--- config.mk ---
export PLATFORM = sky130hd
export DESIGN_NAME = exec_muldiv_seq
export DESIGN_NICKNAME = d
export VERILOG_FILES = /design/src/rtl/exec_muldiv_seq_pkg.sv /design/src/rtl/exec_muldiv_seq_step.sv /design/src/rtl/exec_muldiv_seq.sv
export SDC_FILE = /design/constraint.sdc
export NUM_CORES = 1
export LEC_CHECK = 0
export ABC_AREA = 1
export CORE_MARGIN = 5
export CORE_UTILIZATION = 59
export CTS_CLUSTER_DIAMETER = 50
export DETAILED_ROUTE_END_ITERATION = 8
export PLACE_DENSITY = 0.81
export SLEW_MARGIN = 20
export SYNTH_ARGS = -nofsm -noshare
export SYNTH_HDL_FRONTEND = slang
export SYNTH_SLANG_ARGS = --single-unit
--- constraint.sdc ---
create_clock -name clk -period 2.8 [get_ports clk]
set_input_delay 0.56 -clock clk [delete_from_list [all_inputs] [get_ports clk]]
set_output_delay 0.56 -clock clk [all_outputs]
set_load 0.01 [all_outputs]
--- src/rtl/exec_muldiv_seq_pkg.sv ---
// Shared definitions for the execute-stage multi-cycle multiply/divide unit.
// Holds the operation encodings, the sequencer state encoding and the
// default datapath width used by the top level and its step datapath.
package exec_muldiv_seq_pkg;

  localparam int MULDIV_WIDTH = 16;

  // Bit 1 selects divide, bit 0 selects the upper half of the working
  // register as the result (MULHI high product, REMU remainder).
  typedef enum logic [1:0] {
    OP_MULLO = 2'b00,
    OP_MULHI = 2'b01,
    OP_DIVU  = 2'b10,
    OP_REMU  = 2'b11
  } op_e;

  typedef enum logic [1:0] {
    ST_IDLE = 2'b00,
    ST_RUN  = 2'b01,
    ST_DONE = 2'b10
  } state_e;

endpackage

--- src/rtl/exec_muldiv_seq_step.sv ---
// Single-iteration datapath for the multi-cycle multiply/divide unit.
// The working register is split into an upper half (hi) and lower half (lo).
//   Multiply: {hi,lo} is the product register, lo starts as the multiplier,
//             operand is the multiplicand (add to hi on lo[0], shift right).
//   Divide:   hi is the partial remainder, lo starts as the dividend and
//             collects quotient bits, operand is the divisor.
// Ports:
//   is_div            : 1 selects a restoring-divide step, 0 a shift-add step
//   hi, lo            : current working register halves
//   operand           : multiplicand or divisor
//   hi_next, lo_next  : working register after one iteration
module muldiv_step #(
  parameter int WIDTH = 16
) (
  input  logic             is_div,
  input  logic [WIDTH-1:0] hi,
  input  logic [WIDTH-1:0] lo,
  input  logic [WIDTH-1:0] operand,
  output logic [WIDTH-1:0] hi_next,
  output logic [WIDTH-1:0] lo_next
);

  logic [WIDTH:0] sum;
  logic [WIDTH:0] shifted;
  logic [WIDTH:0] diff;

  always_comb begin
    // Add keeps its carry so the right shift brings it into the product.
    sum     = {1'b0, hi} + (lo[0] ? {1'b0, operand} : '0);
    // Remainder shifted left with the next dividend bit, one extra bit so
    // the trial subtraction's sign is visible.
    shifted = {hi, lo[WIDTH-1]};
    diff    = shifted - {1'b0, operand};
    hi_next = hi;
    lo_next = lo;
    if (is_div) begin
      if (!diff[WIDTH]) begin
        hi_next = diff[WIDTH-1:0];
        lo_next = {lo[WIDTH-2:0], 1'b1};
      end else begin
        hi_next = shifted[WIDTH-1:0];
        lo_next = {lo[WIDTH-2:0], 1'b0};
      end
    end else begin
      {hi_next, lo_next} = {sum, lo[WIDTH-1:1]};
    end
  end

endmodule

--- src/rtl/exec_muldiv_seq.sv ---
// Multi-cycle multiply/divide sequencer for the execute stage.
// Accepts one operation at a time, iterates WIDTH times through muldiv_step,
// stalls the pipeline while working and pulses done with the result.
// Ports:
//   clk, rst     : rising-edge clock, asynchronous active-low reset
//   start        : request an operation (taken in IDLE or DONE)
//   op           : 00 MULLO, 01 MULHI, 10 DIVU, 11 REMU (all unsigned)
//   opa, opb     : multiplicand/dividend and multiplier/divisor
//   flush        : abort the in-flight operation, blocks a same-cycle start
//   stall        : stall request to the pipeline
//   busy         : high while iterating
//   done         : one-cycle result-valid pulse
//   result       : operation result, held between pulses
//   div_by_zero  : with done, divide/remainder by a zero divisor
module exec_muldiv_seq
  import exec_muldiv_seq_pkg::*;
#(
  parameter int WIDTH = MULDIV_WIDTH,
  parameter int CNT_W = 5
) (
  input  logic             clk,
  input  logic             rst,
  input  logic             start,
  input  logic [1:0]       op,
  input  logic [WIDTH-1:0] opa,
  input  logic [WIDTH-1:0] opb,
  input  logic             flush,
  output logic             stall,
  output logic             busy,
  output logic             done,
  output logic [WIDTH-1:0] result,
  output logic             div_by_zero
);

  state_e           state_q, state_d;
  logic [CNT_W-1:0] cnt_q;
  op_e              op_q;
  logic [WIDTH-1:0] hi_q, lo_q, operand_q;
  logic [WIDTH-1:0] hi_next, lo_next;
  logic [WIDTH-1:0] result_q;
  logic             dbz_q;

  logic             accept;
  logic             dbz_in;
  logic             last_iter;

  assign accept    = start && !flush && (state_q == ST_IDLE || state_q == ST_DONE);
  assign dbz_in    = op[1] && (opb == '0);
  assign last_iter = (cnt_q == CNT_W'(WIDTH - 1));

  muldiv_step #(.WIDTH(WIDTH)) u_step (
    .is_div  (op_q[1]),
    .hi      (hi_q),
    .lo      (lo_q),
    .operand (operand_q),
    .hi_next (hi_next),
    .lo_next (lo_next)
  );

  // State register.
  always_ff @(posedge clk or negedge rst) begin
    if (!rst) state_q <= ST_IDLE;
    else      state_q <= state_d;
  end

  // Next state. A divide by zero needs no iterations, so it goes straight
  // to DONE, also when it arrives back-to-back in the DONE cycle.
  always_comb begin
    state_d = state_q;
    case (state_q)
      ST_IDLE, ST_DONE: begin
        if (accept) state_d = dbz_in ? ST_DONE : ST_RUN;
        else        state_d = ST_IDLE;
      end
      ST_RUN: begin
        if (flush)          state_d = ST_IDLE;
        else if (last_iter) state_d = ST_DONE;
      end
      default: state_d = ST_IDLE;
    endcase
  end

  // Operand latch, iteration and result capture. Multiplies keep the
  // multiplier in lo; divides keep the dividend in lo. The result is picked
  // from the final iteration's output so it is ready in the DONE cycle.
  always_ff @(posedge clk or negedge rst) begin
    if (!rst) begin
      cnt_q     <= '0;
      op_q      <= OP_MULLO;
      hi_q      <= '0;
      lo_q      <= '0;
      operand_q <= '0;
      result_q  <= '0;
      dbz_q     <= 1'b0;
    end else if (accept) begin
      cnt_q     <= '0;
      op_q      <= op_e'(op);
      hi_q      <= '0;
      lo_q      <= op[1] ? opa : opb;
      operand_q <= op[1] ? opb : opa;
      dbz_q     <= dbz_in;
      if (dbz_in) result_q <= op[0] ? opa : '1;
    end else if (state_q == ST_RUN && !flush) begin
      cnt_q <= cnt_q + 1'b1;
      hi_q  <= hi_next;
      lo_q  <= lo_next;
      if (last_iter) result_q <= op_q[0] ? hi_next : lo_next;
    end
  end

  assign busy        = (state_q == ST_RUN);
  assign done        = (state_q == ST_DONE);
  assign stall       = accept || busy;
  assign result      = result_q;
  assign div_by_zero = done && dbz_q;

endmodule

Word-level counts from Yosys, hierarchy flattened
Cells that the tools add are included.
{ "classes": {"addsub": 3, "multipliers": 0, "div_mod_pow": 0, "n_lt_le_gt_ge": 0, "n_eq_ne": 5, "n_shift": 0, "n_mux": 24, "n_bitwise": 0, "reduce_logical": 14} }
{ "op_table": {"columns": ["op", "n"], "rows": [
  ["two-way mux 16 bit", 16],
  ["adder 16 x 17 -> 17 bit", 1],
  ["subtractor 17 x 16 -> 17 bit", 1],
  ["logical NOT 16 bit", 1],
  ["two-way mux 5 bit", 2],
  ["two-way mux 2 bit", 4],
  ["adder 5 x 1 -> 5 bit (second input constant)", 1],
  ["== test 5 x 4 -> 1 bit (second input constant)", 1],
  ["logical AND 1 bit", 5],
  ["case mux 2 bit (2 select lines)", 1],
  ["nonzero test 2 bit", 2],
  ["inequality test 3 x 2 -> 1 bit (second input constant)", 1],
  ["AND reduction 3 bit", 1],
  ["== test 2 x 1 -> 1 bit (second input constant)", 1],
  ["== test 2 bit (second input constant)", 1],
  ["logical NOT 2 bit", 1],
  ["logical OR 1 bit", 2],
  ["inequality test 2 x 1 -> 1 bit (second input constant)", 1],
  ["OR reduction 2 bit", 1],
  ["logical NOT 1 bit", 1],
  ["two-way mux 1 bit", 1]
]} }
{ "word_totals": {"ff_bits": 74, "latch_bits": 0, "mem_bits_rw": 0, "mem_bits_ro": 0, "inputBits": 38, "word_cells": 54, "memories": 0} }

Depth between registers and ports, before layout
{ "logic_depth": {"ltp_word": 7, "depth_mapped": 20, "depth_no_buf": 20} }

Hierarchy
A second synthesis with hierarchy kept.
{ "hier_totals": {"cells_unflattened": 1036, "hier_area_um2": 6543.8} }
{ "modules_own_cells": {"columns": ["module", "n_inst", "cells_per_inst", "area_each_um2", "seq_area_each_um2"], "rows": [
  ["exec_muldiv_seq", 1, 484, 3786.1, 1851.8],
  ["muldiv_step", 1, 552, 2757.6, 0.0]
]} }

Worst setup path before layout
No wires, ideal clock.
{ "synth_path": {"path_kind": "reg-to-reg", "from": "register lo_q[0]", "to": "register result_q[11] (netlist: result[11])", "arrival_time_ns": 2.211, "t_required_ns": 2.683, "path_slack_ns": 0.472, "stages_incl_launch_ff": 19, "path_buffers": 2, "period_less_slack_ns": 2.328, "path_cell_list": "dfrtp_1 -> clkbuf_1 -> clkbuf_1 -> nand2_1 -> inv_1 -> ha_1 -> fa_1 -> nand3_1 -> nand2_1 -> nand2_1 -> nand2_1 -> a21oi_1 -> or2_2 -> nand3_1 -> nand2_1 -> nand2_1 -> nand2_1 -> nand2_1 -> nand2_1"} }
{ "synth_between": {"elab_chain_cells": 7} }
{ "synth_rtl": {"columns": ["item", "line_no", "text"], "rows": [
  ["start, declared", "exec_muldiv_seq.sv:38", "logic [WIDTH-1:0] hi_q, lo_q, operand_q;"],
  ["start signal, assigned", "exec_muldiv_seq.sv:99", "lo_q <= op[1] ? opa : opb;"],
  ["start signal, assigned", "exec_muldiv_seq.sv:106", "lo_q <= lo_next;"],
  ["two-way mux 16 bit", "exec_muldiv_seq_step.sv:29", "sum = {1'b0, hi} + (lo[0] ? {1'b0, operand} : '0);"],
  ["adder 16 x 17 -> 17 bit", "exec_muldiv_seq_step.sv:29", null],
  ["two-way mux 16 bit", "exec_muldiv_seq_step.sv:36", "if (is_div) begin"],
  ["two-way mux 16 bit (2 in a row)", "exec_muldiv_seq.sv:107", "if (last_iter) result_q <= op_q[0] ? hi_next : lo_next;"],
  ["two-way mux 16 bit", "exec_muldiv_seq.sv:103", "end else if (state_q == ST_RUN && !flush) begin"],
  ["two-way mux 16 bit", "exec_muldiv_seq.sv:95", "end else if (accept) begin"],
  ["end signal, assigned", "exec_muldiv_seq.sv:102", "if (dbz_in) result_q <= op[0] ? opa : '1;"],
  ["end signal, assigned", "exec_muldiv_seq.sv:107", null],
  ["end, declared", "exec_muldiv_seq.sv:40", "logic [WIDTH-1:0] result_q;"]
]} }
Every way passes these cells. The select of a mux whose other input is x is not followed.
A chain may end at the register's enable or synchronous reset.

Worst setup path after layout
{ "layout_path": {"from": "register lo_q[15]", "to": "register result_q[12] (netlist: result[12])"} }
{ "layout_between": {"elab_chain_cells": 7} }
{ "layout_rtl": {"columns": ["item", "line_no", "text"], "rows": [
  ["subtractor 17 x 16 -> 17 bit", "exec_muldiv_seq_step.sv:33", "diff = shifted - {1'b0, operand};"],
  ["two-way mux 16 bit", "exec_muldiv_seq_step.sv:37", "if (!diff[WIDTH]) begin"],
  ["two-way mux 16 bit", "exec_muldiv_seq_step.sv:36", null],
  ["two-way mux 16 bit (2 in a row)", "exec_muldiv_seq.sv:107", null],
  ["two-way mux 16 bit", "exec_muldiv_seq.sv:103", null],
  ["two-way mux 16 bit", "exec_muldiv_seq.sv:95", null]
]} }
Every way passes these cells. The select of a mux whose other input is x is not followed.

==> metrics.txt <==
gr usage total=roughly 29%; Synth Area in Compound Gates=14.8%; CTS Root Cell=clkbuf_8; VDD IR max=about 0.43 mV; worst stage delay on the critical path=around 0.39 ns; Cells after Synth=roughly 950; crit path launch=lo_q[15]$_DFFE_PN0P_; post-synth cell types=43; Max Freq=between 300 and 400 MHz; Worst Hold Class=input port to async pin; NumNets Final=1070; Mapped Avg Cell Area=roughly 6.5 µm²; final hold viol count=0; Slew HR=36.8%; Skew-Pair Late Insertion Delay=0.36 ns; slowest cell on the critical path=fa_1; Die Wd=between 100 and 150 µm; Arr. time, crit path=2.84 ns; Crit Path Class=register to register; share of layout cells above drive strength 1=around 6.1%; Synth Warn #=0; final WL=18.2 mm; n_diodes=0; Clock Tree Buf Depth=2; critical path launch point type=register; Area Overhead vs Synth=15.2%; Post-Route Setup TNS=0 ns; Period minus WS final=2.59 ns; # rows=37; RSZ-0062 raised after global routing=no; routed vias=roughly 6.5k; syn_nets=slightly above 1k; main combinational cell family by area after synthesis=simple AND/OR/NAND/NOR gates; violation count after the first detailed-route iteration=between 700 and 800; Setup-failing EPs final=0; Final Max Tran Viols=0; area of the multi-input gates=~3600 µm²; Inserted Clock Buffers=9; initial antenna violation count=0; most frequent cells in the layout=nand2_1, inv_1, nand3_1, dfrtp_1, o21ai_0; Post-Synth Simple-Gate Area=a little over a third; Leak Pwr=around 3.8 nW; CP required=3.05 ns; Seq pwr share=around 28%; Avg WL per Cell=approximately 16 µm; post-synthesis adder-cell area fraction=7.56%; Die ar.=~13000 µm²; Clk pwr share=approximately an eighth; CTS sink count=between 70 and 80; fin crit share=between 90% and 100%; asr flop ratio synth=between 90% and 100%; fillers=around 900; Post-Syn Area=6160 µm²; commonest non-fill, non-tap cell in the layout=nand2_1; Die Ht=between 100 and 150 µm; global route total overflow=0; post-synthesis xor/xnor area fraction=approximately 1.6%; Internal=around 0.003 W; CP max FO=18; vias in the first global route=5899; PwrDens=approximately 820 nW/µm²; CP Capture Type=register; CP Cell Sequence=inv_1 > ha_1 > inv_1 > fa_1 > nand2_1 > nand2_1 > nand3_2 > nand2_2 > nand2_2 > nand2_2 > nand2_8 > nand2_8 > nand2_1 > nand3_1 > nand3_1 > nand2_1 > nand2_1 > nand2_1; CTS tree=built; largest net degree at the start of global routing=between 70 and 80; Port Buf Inserts=57; clk_skew=between 0.008 and 0.009 ns; CTS Hold Bufs=0; Placer Congestion=approximately 0.97; #FFs+latches synth=74; Post-Route Utilization=a little under 70%; Core ar.=~10000 µm²; Starting Density=between 60% and 70%; Max-cap violations=0; Comb pwr share=59.0%; detailed placer's ending HPWL=between 10 and 15 mm; worst r2r src=lo_q[15]$_DFFE_PN0P_; register area=between 1500 and 2000 µm²; Routed Antenna Nets=0; most used cell, CP=nand2_1; outcome=complete, no violations; Ports=between 50 and 60; number of H-tree levels=3; drt pass-1 iters=5; Sw Pwr=0.00284 W; switching part of the total power=between 40% and 50%; sequential share of the synthesized area=~30%; first-pass GRT wire length=a little under 30 mm; multiplexer area fraction after synthesis=0%; Clock transition at path regs=about 0.08 ns; number of synthesized flops with an enable pin=0; Slew @ Worst Pin=approximately 0.95 ns; vias per cell=roughly 5.7; DRC violations left=0; ys flop type=dfrtp_1
==> cells in the mapped netlist, drive strengths merged (5+ instances only) <==
cell | instances | share of area [%]
dfrtp | 74 | 30
o21ai | 57 | 4.6
xnor2 | 6 | 0.85
nand4 | 5 | 0.51
inv | 131 | 8.0
or2 | 5 | 0.51
clkbuf | 30 | 1.8
buf | 11 | 0.98
nand2 | 343 | 21
nor2 | 32 | 2.0
a21oi | 41 | 3.4
o221ai | 12 | 1.7
nand3 | 102 | 9.1
xor2 | 5 | 0.71
a22o | 5 | 0.71
o211ai | 21 | 2.6
a31oi | 8 | 0.81
ha | 34 | 6.9
==> power by group through the flow <==
stage	registers (W)	logic, W	clock network (W)
finish	0.00165	0.00344	0.000742
detailed placement	0.00165	0.00333	0
global route	0.00169	0.00386	0.000802
global placement	0.00166	0.00330	0
CTS	0.00164	0.00336	0.000749
floorplan	0.00161	0.00237	0
==> through the flow <==
| step | std cells | power (W) | instance area (µm²) | setup WS, ns | hold slack (ns) |
|---|---|---|---|---|---|
| after CTS | 1136 | 0.00575 | 7050 | 0.159 | 0.376 |
| final | 1137 | 0.00584 | 7090 | 0.206 | 0.346 |
| after global placement | 1120 | 0.00496 | 6890 | 0.182 | 0.451 |
| after detailed placement | 1120 | 0.00498 | 6890 | 0.145 | 0.452 |
| after global routing | 1137 | 0.00635 | 7090 | 0.0324 | 0.417 |
| after floorplan | 949 | 0.00398 | 6160 | 0.472 | 0.264 |
==> critical path: cells and delay by family, from the launching register on <==
family / cells / cell delay (ns)
adder cells (fa/ha/maj): 2 / 0.57
buffers and inverters: 2 / 0.19
flip-flops: 1 / 0.36
AND/OR/NAND/NOR: 14 / 1.34
==> sequential cells by signal, summed over array words and instances (netlist names) <==
signal and count:
operand_q 16, dbz_q 1, state_q 2, lo_q 16
op_q 2, hi_q 16, result 16, cnt_q 5
==> area by class of cell <==
| type | instances | share of cell area (%) |
|---|---|---|
| clock buffer | 13 | 2.10 |
| clock inverter | 3 | 0.212 |
| inverter | 135 | 7.15 |
| multi-input combinational | 699 | 51.4 |
| sequential | 74 | 26.1 |
| tap | 136 | 2.40 |
| timing repair buffer | 77 | 10.7 |
==> path summary, 6_finish.rpt <==
check / cells after the start / end / slack, ns
min in group clk: 1 / cnt_q[3]$_DFFE_PN0P_ / 0.46
max reg2reg: 18 / result[12]$_DFFE_PN0P_ / 0.21
min: 1 / state_q[0]$_DFFE_PN0P_ / 0.35
max in group asynchronous: 1 / result[15]$_DFFE_PN0P_ / 1.84
min reg2reg: 1 / cnt_q[3]$_DFFE_PN0P_ / 0.46
max: 18 / result[12]$_DFFE_PN0P_ / 0.21
==> kinds of logic after synthesis <==
family                     Yosys count
buffers and inverters              176
AOI/OAI and AO/OA                  152
xor gates and xnor gates            11
DFF                                 74
and+or+nand+nor                    500
adders and majority gates           36
==> routing by layer <==
metal | routed length [µm] | vias to the layer above | share of wire (%) | track usage [%]
met2 | 7580 | 338 | 42 | 41.8
met1 | 8320 | 2929 | 46 | 45.3
met3 | 1870 | 36 | 10 | 5.18
met5 | 0 | - | 0 | 0
met4 | 433 | 0 | 2.4 | 8.25
li1 | - | 3172 | - | -
==> repair_timing <==
action                                  4_1_cts  5_1_grt
endpoints found under the setup margin        0        9
setup buffers                                 0        1
resized for setup                             0        2
Note: power is estimated with default switching activity, not from simulation.
